$ cat src/rtl/sme_pkg.sv
// Shared constants and feeder state encoding for the string-match engine front end.
package sme_pkg;

    localparam int STR_MAX = 32;
    localparam int PAT_MAX = 8;

    localparam logic [4:0] NO_MATCH_IDX = 5'b11111;

    // Pattern metacharacters understood by the engine.
    localparam logic [7:0] CH_CARET  = 8'h5E;
    localparam logic [7:0] CH_DOLLAR = 8'h24;
    localparam logic [7:0] CH_DOT    = 8'h2E;
    localparam logic [7:0] CH_STAR   = 8'h2A;
    localparam logic [7:0] CH_SPACE  = 8'h20;

    typedef enum logic [2:0] {
        ST_IDLE,
        ST_SEND_STR,
        ST_SEND_PAT,
        ST_GAP,
        ST_WAIT,
        ST_DONE
    } feeder_state_t;

endpackage

$ cat src/rtl/sme_char_buf.sv
// Append-only character buffer with indexed read; writes are dropped once full.
module sme_char_buf #(
    parameter int DEPTH = 8
) (
    input  logic                         clk,
    input  logic                         reset,
    input  logic                         clr,
    input  logic                         wr_en,
    input  logic [7:0]                   wr_data,
    input  logic [$clog2(DEPTH)-1:0]     rd_idx,
    output logic [7:0]                   rd_data,
    output logic [$clog2(DEPTH+1)-1:0]   len,
    output logic                         full
);

    localparam int AW = $clog2(DEPTH);
    localparam int LW = $clog2(DEPTH + 1);

    logic [7:0] mem [DEPTH];

    assign full    = (len == LW'(DEPTH));
    assign rd_data = mem[rd_idx];

    always_ff @(posedge clk or posedge reset) begin
        if (reset) begin
            len <= '0;
        end else if (clr) begin
            len <= '0;
        end else if (wr_en && !full) begin
            len <= len + LW'(1);
        end
    end

    // Storage needs no reset: only entries below len are ever read.
    always_ff @(posedge clk) begin
        if (wr_en && !clr && !full) begin
            mem[len[AW-1:0]] <= wr_data;
        end
    end

endmodule

$ cat src/rtl/sme_feeder.sv
// Buffers a string and pattern from the host, streams them to the match engine and returns its result.
// Optional WAIT watchdog enabled by defining SME_FEEDER_TIMEOUT_EN.
module sme_feeder #(
    parameter int STR_MAX     = sme_pkg::STR_MAX,
    parameter int PAT_MAX     = sme_pkg::PAT_MAX,
    parameter int TIMEOUT_CYC = 64
) (
    input  logic       clk,
    input  logic       reset,
    input  logic       wr_en,
    input  logic       wr_sel,
    input  logic [7:0] wr_data,
    input  logic       clr,
    input  logic       start,
    input  logic       keep_str,
    output logic       busy,
    output logic [7:0] chardata,
    output logic       isstring,
    output logic       ispattern,
    input  logic       sme_valid,
    input  logic       sme_match,
    input  logic [4:0] sme_match_index,
    output logic       done,
    output logic       result_match,
    output logic [4:0] result_index,
    output logic       err
);

    import sme_pkg::*;

    localparam int SAW = $clog2(STR_MAX);
    localparam int PAW = $clog2(PAT_MAX);
    localparam int SLW = $clog2(STR_MAX + 1);
    localparam int PLW = $clog2(PAT_MAX + 1);
    localparam int IW  = (SAW > PAW) ? SAW : PAW;

    feeder_state_t  state, state_d;
    logic [IW-1:0]  idx, idx_d;
    logic           start_ok, err_set;

    logic           str_wr, str_clr, str_full;
    logic [7:0]     str_rd;
    logic [SLW-1:0] str_len;
    logic           pat_wr, pat_clr, pat_full;
    logic [7:0]     pat_rd;
    logic [PLW-1:0] pat_len;

    assign str_clr = (state == ST_IDLE) && clr;
    assign pat_clr = ((state == ST_IDLE) && clr) || (state == ST_DONE);
    assign str_wr  = (state == ST_IDLE) && wr_en && !clr && !wr_sel;
    assign pat_wr  = (state == ST_IDLE) && wr_en && !clr && wr_sel;

    sme_char_buf #(.DEPTH(STR_MAX)) u_str_buf (
        .clk     (clk),
        .reset   (reset),
        .clr     (str_clr),
        .wr_en   (str_wr),
        .wr_data (wr_data),
        .rd_idx  (idx_d[SAW-1:0]),
        .rd_data (str_rd),
        .len     (str_len),
        .full    (str_full)
    );

    sme_char_buf #(.DEPTH(PAT_MAX)) u_pat_buf (
        .clk     (clk),
        .reset   (reset),
        .clr     (pat_clr),
        .wr_en   (pat_wr),
        .wr_data (wr_data),
        .rd_idx  (idx_d[PAW-1:0]),
        .rd_data (pat_rd),
        .len     (pat_len),
        .full    (pat_full)
    );

`ifdef SME_FEEDER_TIMEOUT_EN
    localparam int TW = $clog2(TIMEOUT_CYC);
    logic [TW-1:0] wait_cnt;
    logic          timeout;

    always_ff @(posedge clk or posedge reset) begin
        if (reset) begin
            wait_cnt <= '0;
        end else if (state != ST_WAIT) begin
            wait_cnt <= '0;
        end else begin
            wait_cnt <= wait_cnt + TW'(1);
        end
    end
`endif

    always_comb begin
        state_d  = state;
        idx_d    = idx;
        start_ok = 1'b0;
        err_set  = 1'b0;
`ifdef SME_FEEDER_TIMEOUT_EN
        timeout  = 1'b0;
`endif
        case (state)
            ST_IDLE: begin
                if (start) begin
                    if (pat_len == '0 || (!keep_str && str_len == '0)) begin
                        err_set = 1'b1;
                    end else begin
                        start_ok = 1'b1;
                        idx_d    = '0;
                        state_d  = keep_str ? ST_SEND_PAT : ST_SEND_STR;
                    end
                end
            end
            ST_SEND_STR: begin
                if (int'(idx) == int'(str_len) - 1) begin
                    state_d = ST_SEND_PAT;
                    idx_d   = '0;
                end else begin
                    idx_d = idx + IW'(1);
                end
            end
            ST_SEND_PAT: begin
                if (int'(idx) == int'(pat_len) - 1) begin
                    state_d = ST_GAP;
                end else begin
                    idx_d = idx + IW'(1);
                end
            end
            ST_GAP:  state_d = ST_WAIT;
            ST_WAIT: begin
                if (sme_valid) begin
                    state_d = ST_DONE;
`ifdef SME_FEEDER_TIMEOUT_EN
                end else if (int'(wait_cnt) == TIMEOUT_CYC - 1) begin
                    state_d = ST_DONE;
                    timeout = 1'b1;
                    err_set = 1'b1;
`endif
                end
            end
            ST_DONE: state_d = ST_IDLE;
            default: state_d = ST_IDLE;
        endcase
        // Writes are refused while a transaction is in flight or the target buffer is full.
        if (wr_en) begin
            if (state != ST_IDLE) begin
                err_set = 1'b1;
            end else if (!clr && (wr_sel ? pat_full : str_full)) begin
                err_set = 1'b1;
            end
        end
    end

    always_ff @(posedge clk or posedge reset) begin
        if (reset) begin
            state <= ST_IDLE;
            idx   <= '0;
        end else begin
            state <= state_d;
            idx   <= idx_d;
        end
    end

    // Strobes are registered from the next state so the character and its framing leave together.
    always_ff @(posedge clk or posedge reset) begin
        if (reset) begin
            chardata  <= '0;
            isstring  <= 1'b0;
            ispattern <= 1'b0;
        end else begin
            isstring  <= (state_d == ST_SEND_STR);
            ispattern <= (state_d == ST_SEND_PAT);
            if (state_d == ST_SEND_STR) begin
                chardata <= str_rd;
            end else if (state_d == ST_SEND_PAT) begin
                chardata <= pat_rd;
            end
        end
    end

    always_ff @(posedge clk or posedge reset) begin
        if (reset) begin
            result_match <= 1'b0;
            result_index <= NO_MATCH_IDX;
            err          <= 1'b0;
        end else begin
            if (state == ST_WAIT && sme_valid) begin
                result_match <= sme_match;
                result_index <= sme_match_index;
`ifdef SME_FEEDER_TIMEOUT_EN
            end else if (timeout) begin
                result_match <= 1'b0;
                result_index <= NO_MATCH_IDX;
`endif
            end
            if (err_set) begin
                err <= 1'b1;
            end else if (start_ok) begin
                err <= 1'b0;
            end
        end
    end

    assign busy = (state != ST_IDLE);
    assign done = (state == ST_DONE);

endmodule

$ cat config.mk
export PLATFORM = sky130hd
export DESIGN_NAME = sme_feeder
export DESIGN_NICKNAME = d
export VERILOG_FILES = /design/src/rtl/sme_pkg.sv /design/src/rtl/sme_char_buf.sv /design/src/rtl/sme_feeder.sv
export SDC_FILE = /design/constraint.sdc
export NUM_CORES = 1
export LEC_CHECK = 0
export ABC_AREA = 1
export BUFFER_PORTS_ARGS = -buffer_cell sky130_fd_sc_hd__clkbuf_2
export CORE_UTILIZATION = 32
export DETAILED_ROUTE_END_ITERATION = 16
export MAX_ROUTING_LAYER = met4
export PLACE_DENSITY_LB_ADDON = 0.1
export SYNTH_ARGS = -nofsm -noshare
export SYNTH_HDL_FRONTEND = slang
export SYNTH_HIERARCHICAL = 1
export SYNTH_SLANG_ARGS = --single-unit
$ cat constraint.sdc
create_clock -name clk -period 7.9 [get_ports clk]
set_clock_uncertainty 0.2 [all_clocks]
set_input_delay 1.975 -clock clk [delete_from_list [all_inputs] [get_ports clk]]
set_output_delay 1.975 -clock clk [all_outputs]
set_load 0.01 [all_outputs]
==> summary.md, run 1 <==
| Metric | Value |
|---|---|
| CTS tree | `done` |
| Sw Share | `43.9%` |
| CP max FO | `83` |
| Die Wd | `between 200 and 250 um` |
| Hold Path Depth | `1` |
| Longest Clk Path Bufs | `3` |
| VDD IR-drop max | `about 0.00031 V` |
| Library cells used by synthesis | `38` |
| PortBufs | `40` |
| Post-Synth Adder-Cell Area | `0.705%` |
| Post-Synth Simple-Gate Area | `between 20% and 30%` |
| Num rows | `slightly above 80` |
| Fraction of synthesized cell area in xor and xnor cells | `0.274%` |
| Wire per inst | `slightly below 20 um` |
| Worst r2r path cells | `25` |
| Power per cell area | `between 400 and 500 nW/um2` |
| First-pass DRT Iterations | `5` |
| # hold bufs at CTS | `0` |
| Pint | `4.21 mW` |
| Worst slew margin | `about 22%` |
| Slew Limit Fails | `0` |
| Max Cap Viol | `0` |
| Vias per cell | `~4.7` |
| Critical R2R Capture | `chardata[0]` |
| Std-Cell Core Area | `between 40000 and 50000 um2` |
| Antenna cells | `0` |
| DRT iter0 DRCs | `around 790` |
| Slew of the pin with the lowest slew margin | `between 1 and 1.5 ns` |
| Die Area | `a little over 50000 um2` |
| Initial core utilization | `32.5%` |
| Worst EP required | `approximately 8 ns` |
| CTS Buf Count | `41` |
| Worst slack at placement | `between 1.5 and 2 ns` |
| Area delta synth->final | `12.6%` |
| Drc violations | `0` |
| Placed insts | `around 2200` |
| Vias in the first global route | `about 11000` |
| HP Start | `result_match` |
| Total grt overflow | `0` |
| Post-Synthesis Cell Area | `16000 um2` |
| RSZ-0062 raised after global routing | `no` |
| Critical path type | `primary input to flop` |
| Drt total wl | `around 44 mm` |
| Fraction of layout instances using a drive strength above 1 | `11.8%` |
| Hold path endpoint | `result_match` |
| Worst Setup End Kind | `flop` |
| # nets final | `~1600` |
| Fin crit period | `5.51 ns` |
| Sequential-to-total area share from yosys stat | `between 60 and 70%` |
| Largest net degree at the start of global routing | `94` |
| Part of the cycle the worst path needs | `around 70%` |
| Main combinational cell family by area after synthesis | `simple AND/OR/NAND/NOR gates` |
| Clock Sinks | `around 360` |
| Critical path cell sequence | `clkbuf_2 -> inv_1 -> a21oi_2 -> nand2_1 -> nand2_1 -> nand3_1 -> nor2_2 -> o21ai_4 -> buf_4 -> inv_2 -> buf_4 -> nand3_1 -> nand3_1 -> nand2_1 -> nand2_1 -> nand2_1 -> nand2_1 -> nand2_1 -> nand3_1 -> nand2_1 -> nand2_1 -> nand2_1` |
| Switch Pwr | `about 3.3 mW` |
| Syn Nets | `1556` |
| Setup crit start kind | `primary input` |
| Post-synthesis mux area share | `less than 1%` |
| Setup Buffers After CTS | `0` |
| Max Clock Freq | `~180 MHz` |
| Root cell of the clock tree | `clkbuf_16` |
| Worst reg2reg setup slack | `roughly 2.7 ns` |
| Hpwl dp | `26.2 mm` |
| Crit path DAT | `around 5.8 ns` |
| Final setup vio count | `0` |
| Clock share of power | `25.1%` |
| Final cell count without fillers | `about 2300` |
| Worst path most repeated cell | `nand2_1` |
| Reg2reg start | `u_pat_buf/len[0]` |
| Seq cells post-synth | `355` |
| Die H | `225 um` |
| Top Ports | `between 40 and 50` |
| Combinational Power Share | `around 45%` |
| Gr usage total | `18.2%` |
| Hold crit path type | `flop to flop` |
| Max H-tree Level | `2` |
| Status | `finished clean` |
| Placed cell area | `between 15000 and 20000 um2` |
| Routed via count | `10700` |
| Post-synthesis compound-gate area fraction | `less than 1%` |
| Final Hold Viols | `0` |
| Clock Latency Late Sink | `around 0.56 ns` |
| Remaining antenna violation count | `0` |
| Lkg Pwr | `between 7 and 8 nW` |
| Finished Cell Area | `18000 um2` |
| Slowest-stage cell, CP | `inv_2` |
| Final GP Congestion | `0.804` |
| Initial antenna violation count | `0` |
| First-pass GRT wire length | `~66 mm` |
| Clock slew at reported path FFs | `around 0.06 ns` |
| Cells after Synth | `approximately 1500` |
| Worst Slack Setup Final | `between 2 and 2.5 ns` |
| Seq pwr share | `29.5%` |
| PostCTS Resize Cnt | `0` |
| Sum Neg Setup Slack | `0 ns` |
| Post-synthesis average cell area | `about 10 um2` |
| Synth warnings | `6` |
| CP max stage delay | `between 0.8 and 0.9 ns` |
-- cells in the final DEF, fill, tap and decap left out, types with 12 or more instances in the layout --
cell / instances
nand2_1: 551
edfxtp_1: 320
nand3_1: 269
inv_1: 119
nor2_1: 52
clkbuf_16: 43
clkbuf_2: 40
dfrtp_1: 30
nand2_2: 20
nor2_2: 16
clkbuf_1: 12
-- power by group through the flow --
stage / combinational (mW) / clock (mW) / sequential, mW
5_1_grt: 3.84 / 2.01 / 2.23
6_report: 3.41 / 1.88 / 2.22
3_3_place_gp: 3.48 / 0 / 2.26
4_1_cts: 3.48 / 1.94 / 2.22
2_1_floorplan: 2.54 / 0 / 2.24
3_5_place_dp: 3.46 / 0 / 2.26
-- flip-flops by register name (all words and copies together), names as in the netlist, 3 cells and up --
signal	cells
u_pat_buf/len	4
chardata	8
result_index	5
state	3
u_str_buf/len	6
u_pat_buf/mem	64
idx	5
u_str_buf/mem	256
-- per-stage QoR --
| step | util [%] | power [mW] | hold slack (ns) |
|---|---|---|---|
| global placement | 34.0 | 5.74 | 0.294 |
| finish | 36.6 | 7.51 | 0.328 |
| global route | 36.6 | 8.08 | 0.337 |
| floorplan | - | 4.78 | 0.315 |
| CTS | 36.6 | 7.64 | 0.329 |
| detailed placement | 34.0 | 5.72 | 0.315 |
-- routing by layer --
layer	vias up	part of all wire [%]	track usage, %
li1	5153	-	-
met4	0	2.0	4.61
met3	62	4.7	3.10
met2	232	49	29.5
met1	5211	44	23.5
met5	-	0	-
-- cell type report --
cell class | instances | area, um2
clock buffer | 55 | 1120
clock inverter | 20 | 190
fill | 4980 | 31100
inverter | 131 | 508
multi-input combinational | 973 | 4530
sequential | 355 | 10500
tap | 664 | 831
timing repair buffer | 52 | 303
-- Yosys cell counts, drive strengths merged --
master,n,area (um2)
nor2,69,307
o2111ai,1,8.76
edfxtp,320,9610
nand2,579,2340
o22ai,6,37.5
ha,9,113
o21ai,11,66.3
dfstp,5,131
a21oi,3,30.0
buf,55,434
nand4,4,25.0
inv,131,507
mux2,6,67.6
o211ai,2,15.0
clkbuf,11,41.3
nand3,275,1420
xor2,3,26.3
xnor2,2,17.5
nor3,3,20.0
dfrtp,30,751
-- cell families (layout without fill, tap and decap cells) --
group | after synthesis | count (layout)
muxes | 6 | 6
DFF | 355 | 355
adders and majority gates | 9 | 9
xor gates and xnor gates | 5 | 5
and+or+nand+nor | 930 | 930
buffers and inverters | 197 | 258
AOI/OAI and AO/OA | 23 | 23
-- worst max-delay path: cells and delay by family --
kind            cells  cell delay [ns]
simple gates       15             1.64
compound gates      2             0.21
buf+inv             5             1.82
-- worst max path at each step --
stage | endpoint | slack (ns) | depth (start not counted) | from
after detailed placement | chardata[5] | 1.71 | 22 | keep_str
after global routing | chardata[7] | 2.03 | 22 | keep_str
after global placement | chardata[2] | 1.74 | 22 | keep_str
after CTS | chardata[5] | 2.30 | 22 | keep_str
after floorplan | chardata[2] | 3.75 | 22 | keep_str
final | chardata[5] | 2.39 | 22 | keep_str
No activity file was read; power rests on OpenSTA's default activity.
==> run 2: changes to the inputs <==
- clock period: 7.9 -> 5.2 ns (I/O delays scaled with it)
==> run 2 against run 1 <==
  * Die area unchanged
  * Power grew 54%
  * Global-route usage barely moved
  * Largest power group unchanged
  * Highest routed layer unchanged
==> summary.md, run 2 (synthesis results as in run 1) <==
| Metric | Value |
|---|---|
| Clock Sinks | `~360` |
| Setup crit start kind | `flop` |
| Hpwl dp | `25.9 mm` |
| Die Wd | `225 um` |
| DRT iter0 DRCs | `between 600 and 700` |
| Worst path most repeated cell | `nand2_1` |
| Critical path type | `flop to flop` |
| Std-Cell Core Area | `49100 um2` |
| Final Hold Viols | `0` |
| Clock Latency Late Sink | `~0.55 ns` |
| Fin crit period | `around 4.3 ns` |
| Area delta synth->final | `13.3%` |
| CTS Buf Count | `42` |
| Commonest non-fill, non-tap cells in the layout | `nand2_1, edfxtp_1, nand3_1` |
| Crit path DAT | `4.57 ns` |
| Num rows | `81` |
| Vias in the first global route | `between 10000 and 15000` |
| Final setup vio count | `0` |
| Worst EP required | `between 5 and 6 ns` |
| Routed via count | `10700` |
| CP max stage delay | `slightly below 0.6 ns` |
| Sum Neg Setup Slack | `0 ns` |
| Part of the cycle the worst path needs | `82.2%` |
| Fin util | `a little under two fifths` |
| Max Clock Freq | `between 200 and 250 MHz` |
| Largest net degree at the start of global routing | `around 160` |
| Gr usage total | `a little under a fifth` |
| CTS tree | `done` |
| Max H-tree Level | `2` |
| Clock slew at reported path FFs | `about 0.060 ns` |
| CP bufs+invs | `4` |
| # hold bufs at CTS | `0` |
| Slew Limit Fails | `0` |
| Antenna cells | `0` |
| # nets final | `around 1600` |
| Max FFs per register | `256` |
| CP max FO | `162` |
| Total grt overflow | `0` |
| Setup Buffers After CTS | `0` |
| RSZ-0062 raised after global routing | `no` |
| Status | `finished clean` |
| VDD IR-drop max | `0.000660 V` |
| Wire per inst | `a little under 20 um` |
| Max Cap Viol | `0` |
| Lkg Pwr | `7.12 nW` |
| PortBufs | `40` |
| First-pass DRT Iterations | `5` |
| Slowest-stage cell, CP | `buf_12` |
| PostCTS Resize Cnt | `0` |
| Worst slew margin | `19.8%` |
| Longest Clk Path Bufs | `3` |
| Worst Setup End Kind | `flop` |
| Critical path cell sequence | `inv_1 -> ha_1 -> inv_1 -> nand2_1 -> nand3_1 -> nor2_1 -> nand3_1 -> inv_1 -> o21ai_0 -> nand2_1 -> o21ai_4 -> buf_12 -> nand2_1 -> nand3_1 -> nand3_1 -> nand2_1 -> nand2_1 -> nand2_1 -> nand2_1 -> nand2_1 -> nand3_1 -> nand2_1 -> nand2_1 -> nand2_1` |
| Power per cell area | `638 nW/um2` |
| First-pass GRT wire length | `66.5 mm` |
| Fraction of layout instances using a drive strength above 1 | `between 10% and 20%` |
| Final GP Congestion | `slightly below 0.8` |
| Top Ports | `41` |
| Top delay family on crit path | `simple AND/OR/NAND/NOR gates` |
| Remaining antenna violation count | `0` |
| Slew of the pin with the lowest slew margin | `1.20 ns` |
| Worst Slack Setup Final | `0.923 ns` |
| Vias per cell | `between 4 and 5` |
| Root cell of the clock tree | `clkbuf_16` |
| Hold WS | `0.302 ns` |
| Initial antenna violation count | `1` |
| Hold crit path type | `flop to flop` |
| Tot Pwr | `11.5 mW` |
| Worst slack at placement | `about 0.77 ns` |
| Commonest non-fill, non-tap cell in the layout | `nand2_1` |
| Die H | `~230 um` |
| Drt total wl | `roughly 44 mm` |
| Drc violations | `0` |
| Initial core utilization | `between 30% and 40%` |
| Die Area | `between 50000 and 60000 um2` |
-- run 2: cell types whose count changed in the layout (fill, tap and decap cells not counted), sizes merged --
cell,change
clkinv,+1
inv,-1
clkbuf,+1
clkinvlp,+2
buf,+2
bufinv,-2
-- run 2: cell type report --
type | count | area, um2
clock buffers | 56 | 1200
repair buffers | 54 | 380
clock inverters | 20 | 145
flip-flops and latches | 355 | 10500
inverters | 131 | 508
well taps | 664 | 831
fillers | 4948 | 31000
multi-input cells | 973 | 4530
-- run 2: worst paths after layout --
kind                                       start                to  slack [ns]  depth (start not counted)
min in group asynchronous                  reset  u_pat_buf/len[0]        0.49                          2
max in group asynchronous                  reset            idx[4]        3.52                          3
worst min register to register       chardata[2]       chardata[2]        0.30                          2
worst max register to register  u_pat_buf/len[0]       chardata[0]        0.92                         24
worst min-delay path                 chardata[2]       chardata[2]        0.30                          2
worst max-delay path            u_pat_buf/len[0]       chardata[0]        0.92                         24
-- run 2: through the flow --
| step | cell area, um2 | cells |
|---|---|---|
| after floorplan | 16000 | 1525 |
| after global placement | 16700 | 2177 |
| after detailed placement | 16700 | 2177 |
| after CTS | 18100 | 2253 |
| after global routing | 18100 | 2253 |
| final | 18100 | 2253 |
-- run 2: power by group --
group	switching, mW	total, mW	internal, mW
Sequential	0.120	3.36	3.24
Clock	1.15	2.86	1.71
Combinational	3.76	5.31	1.54
Total	5.04	11.5	6.50
-- run 2: worst register-to-register path, delay by kind of cell, from the launching register on --
family	cells	cell delay, ns
buf+inv	4	0.83
simple gates	17	1.79
fa+ha+maj	1	0.34
compound gates	2	0.48
flops	1	0.57
-- run 2: per-layer routing --
layer / up-vias / wire (um) / GRT usage (%)
met1: 5283 / 19900 / 23.7
met4: 0 / 854 / 4.96
met2: 192 / 21400 / 29.5
met5: - / 0 / -
met3: 56 / 1570 / 2.72
li1: 5156 / - / -
==> run 3: changes to the inputs <==
- ABC_AREA: 1 -> 0
- clock period: 5.2 -> 4.5 ns (I/O delays scaled with it)
==> run 3 against run 2 <==
  * Wire length is 18% lower
  * Critical path depth down 8
  * Clock power rose by 8.0%
  * Global-route usage fell by 2.0 points
  * Critical path type unchanged
  * Largest cell class unchanged
  * Largest power group unchanged
  * Highest routed layer unchanged
==> summary.md, run 3 <==
| Metric | Value |
|---|---|
| Routed via count | `7406` |
| Drc violations | `0` |
| Power per cell area | `708 nW/um2` |
| Fin util | `between 30% and 40%` |
| Most frequent cell after synthesis | `edfxtp_1` |
| Vias in the first global route | `around 7800` |
| Wire per inst | `~24 um` |
| Remaining antenna violation count | `0` |
| Cells after Synth | `approximately 740` |
| Part of the cycle the worst path needs | `between 90% and 100%` |
| Post-Synth Simple-Gate Area | `4.85%` |
| Commonest non-fill, non-tap cells in the layout | `edfxtp_1, mux4_2, buf_4` |
| # nets final | `894` |
| Hold WS | `0.271 ns` |
| CTS tree | `done` |
| Area delta synth->final | `19.6%` |
| Worst slew margin | `29.8%` |
| CP max FO | `7` |
| CTS Buf Count | `41` |
| Initial core utilization | `between 30 and 40%` |
| DRT iter0 DRCs | `between 400 and 500` |
| Final cell count without fillers | `approximately 1500` |
| Slew Limit Fails | `0` |
| Clock Sinks | `355` |
| Max Clock Freq | `229 MHz` |
| First-pass DRT Iterations | `4` |
| Longest Clk Path Bufs | `3` |
| Final setup vio count | `0` |
| Post-Synthesis Cell Area | `between 10000 and 15000 um2` |
| Vias per cell | `between 4 and 5` |
| Library cells used by synthesis | `between 60 and 70` |
| Cell accounting for the most synthesized area | `edfxtp_1` |
| Post-synthesis mux area share | `between 10% and 20%` |
| Sequential-to-total area share from yosys stat | `72.0%` |
| Finished Cell Area | `between 15000 and 20000 um2` |
| Die H | `approximately 220 um` |
| Clock slew at reported path FFs | `around 0.06 ns` |
| Num rows | `77` |
| Hpwl dp | `between 20 and 25 mm` |
| Post-synthesis average cell area | `~20 um2` |
| Placed insts | `approximately 1400` |
| Largest net degree at the start of global routing | `between 40 and 50` |
| Post-synth top cells | `edfxtp_1, mux4_2, nor2_1, nand2_1, dfrtp_1` |
| Post-synthesis compound-gate area fraction | `2.94%` |
| Top Ports | `between 40 and 50` |
| Commonest non-fill, non-tap cell in the layout | `edfxtp_1` |
| Slew of the pin with the lowest slew margin | `roughly 1.1 ns` |
| Max H-tree Level | `2` |
| Crit path DAT | `around 4.6 ns` |
| Share of the synthesized area in the top cell type | `65.9%` |
| Async SR Flop Fraction | `~10%` |
| Worst Setup End Kind | `flop` |
| Syn Nets | `767` |
| Final GP Congestion | `0.786` |
| Drt total wl | `35.8 mm` |
| Primary FF master, synth | `edfxtp_1` |
| Status | `finished clean` |
| RSZ-0062 raised after global routing | `no` |
| Main combinational cell family by area after synthesis | `multiplexers` |
| Lkg Pwr | `about 5.9 nW` |
| Die Wd | `roughly 220 um` |
| Synth warnings | `6` |
| Seq cells post-synth | `roughly 360` |
| First-pass GRT wire length | `52.5 mm` |
| Worst EP required | `about 4.7 ns` |
| VDD IR-drop max | `between 0.0003 and 0.0004 V` |
| Root cell of the clock tree | `clkbuf_16` |
| Post-synth EDFFs | `320` |
| Clock Latency Late Sink | `0.56 ns` |
| Total grt overflow | `0` |
| Setup crit start kind | `flop` |
| Tot Pwr | `12.3 mW` |
| Antenna cells | `0` |
| Initial antenna violation count | `0` |
| Fraction of synthesized cell area in xor and xnor cells | `about 1.1%` |
| Fill count | `3990` |
| Fin crit period | `roughly 4.4 ns` |
| Hold crit path type | `primary input to async pin` |
| Std-Cell Core Area | `roughly 45000 um2` |
| Max Cap Viol | `0` |
| PortBufs | `40` |
| Synth area leaders | `edfxtp_1, mux4_2, dfrtp_1, mux4_1, nor2_1` |
| Fraction of layout instances using a drive strength above 1 | `33.4%` |
| Max FFs per register | `roughly 260` |
| Critical path type | `flop to flop` |
| Post-Synth Adder-Cell Area | `0.773%` |
| Final Hold Viols | `0` |
| Placed cell area | `16100 um2` |
| Gr usage total | `16.2%` |
| Die Area | `between 40000 and 50000 um2` |
[run 3: cell count changes in the layout (fill, tap and decap cells not counted), moves of 19 or more]
cell     previous run  this run
mux4_2              0        80
nand3_1           269         7
nand2_2            20         1
nand2_1           551        34
inv_1             119        15
buf_4               8        64
[run 3: layout make-up]
class	count	area, um2	share of cell area [%]
sequential	355	10500	60.2
multi-input combinational	330	3950	22.7
clock buffer	55	1100	6.31
timing repair buffer	118	940	5.39
tap	592	741	4.25
clock inverter	17	141	0.811
inverter	17	63.8	0.366
[run 3: cells by family after synthesis]
logic type,Yosys count
xor+xnor,18
mux,114
flops,355
buf+inv,51
compound gates,52
simple gates,137
fa+ha+maj,9
[run 3: stage by stage]
stage	worst slack, ns	TNS [ns]
2_1_floorplan	-0.0636	-0.509
3_3_place_gp	-0.280	-1.83
3_5_place_dp	-0.292	-1.90
4_1_cts	0.0126	0
5_1_grt	0.000207	0
6_report	0.135	0
[run 3: report_power, final]
group	switching [mW]	leakage, nW	total [mW]	internal (mW)
Sequential	0.143	3.32	3.90	3.75
Clock	1.27	0.597	3.09	1.82
Combinational	2.53	1.96	5.35	2.82
[run 3: what timing repair did]
action / CTS / global route
resized for setup: 0 / 12
setup endpoints to repair: 0 / 8
hold buffers: 0 / 0
buffers inserted: 0 / 3
[run 3: worst paths after layout]
path                            cells past startpoint             start          endpoint  slack [ns]
worst max-delay path                               16  u_str_buf/len[2]       chardata[0]        0.14
min in group clk                                    2   result_index[0]   result_index[0]        0.27
max in group asynchronous                           2             reset            idx[3]        2.81
worst max register to register                     16  u_str_buf/len[2]       chardata[0]        0.14
worst min-delay path                                2             reset  u_pat_buf/len[1]        0.27
worst min register to register                      2   result_index[0]   result_index[0]        0.27
[run 3: worst max-delay path, cell delays in order (launching register included)]
cell      delay, ns
dfrtp_1        0.39
buf_6          0.14
nor2b_1        0.14
or3_4          0.38
a311oi_4       0.31
a211oi_2       0.13
buf_4          0.16
o211ai_1       0.27
o311ai_4       0.16
buf_12         0.17
buf_12         0.15
buf_6          0.13
mux4_2         0.34
mux4_2         0.54
mux2_4         0.29
a22o_1         0.20
a21o_1         0.14
[run 3: layer usage]
layer | GRT usage, % | vias up | routed length [um]
li1 | - | 3254 | -
met4 | 4.85 | 0 | 648
met5 | - | - | 0
met3 | 3.14 | 40 | 1760
met2 | 25.7 | 176 | 17600
met1 | 21.0 | 3936 | 15900
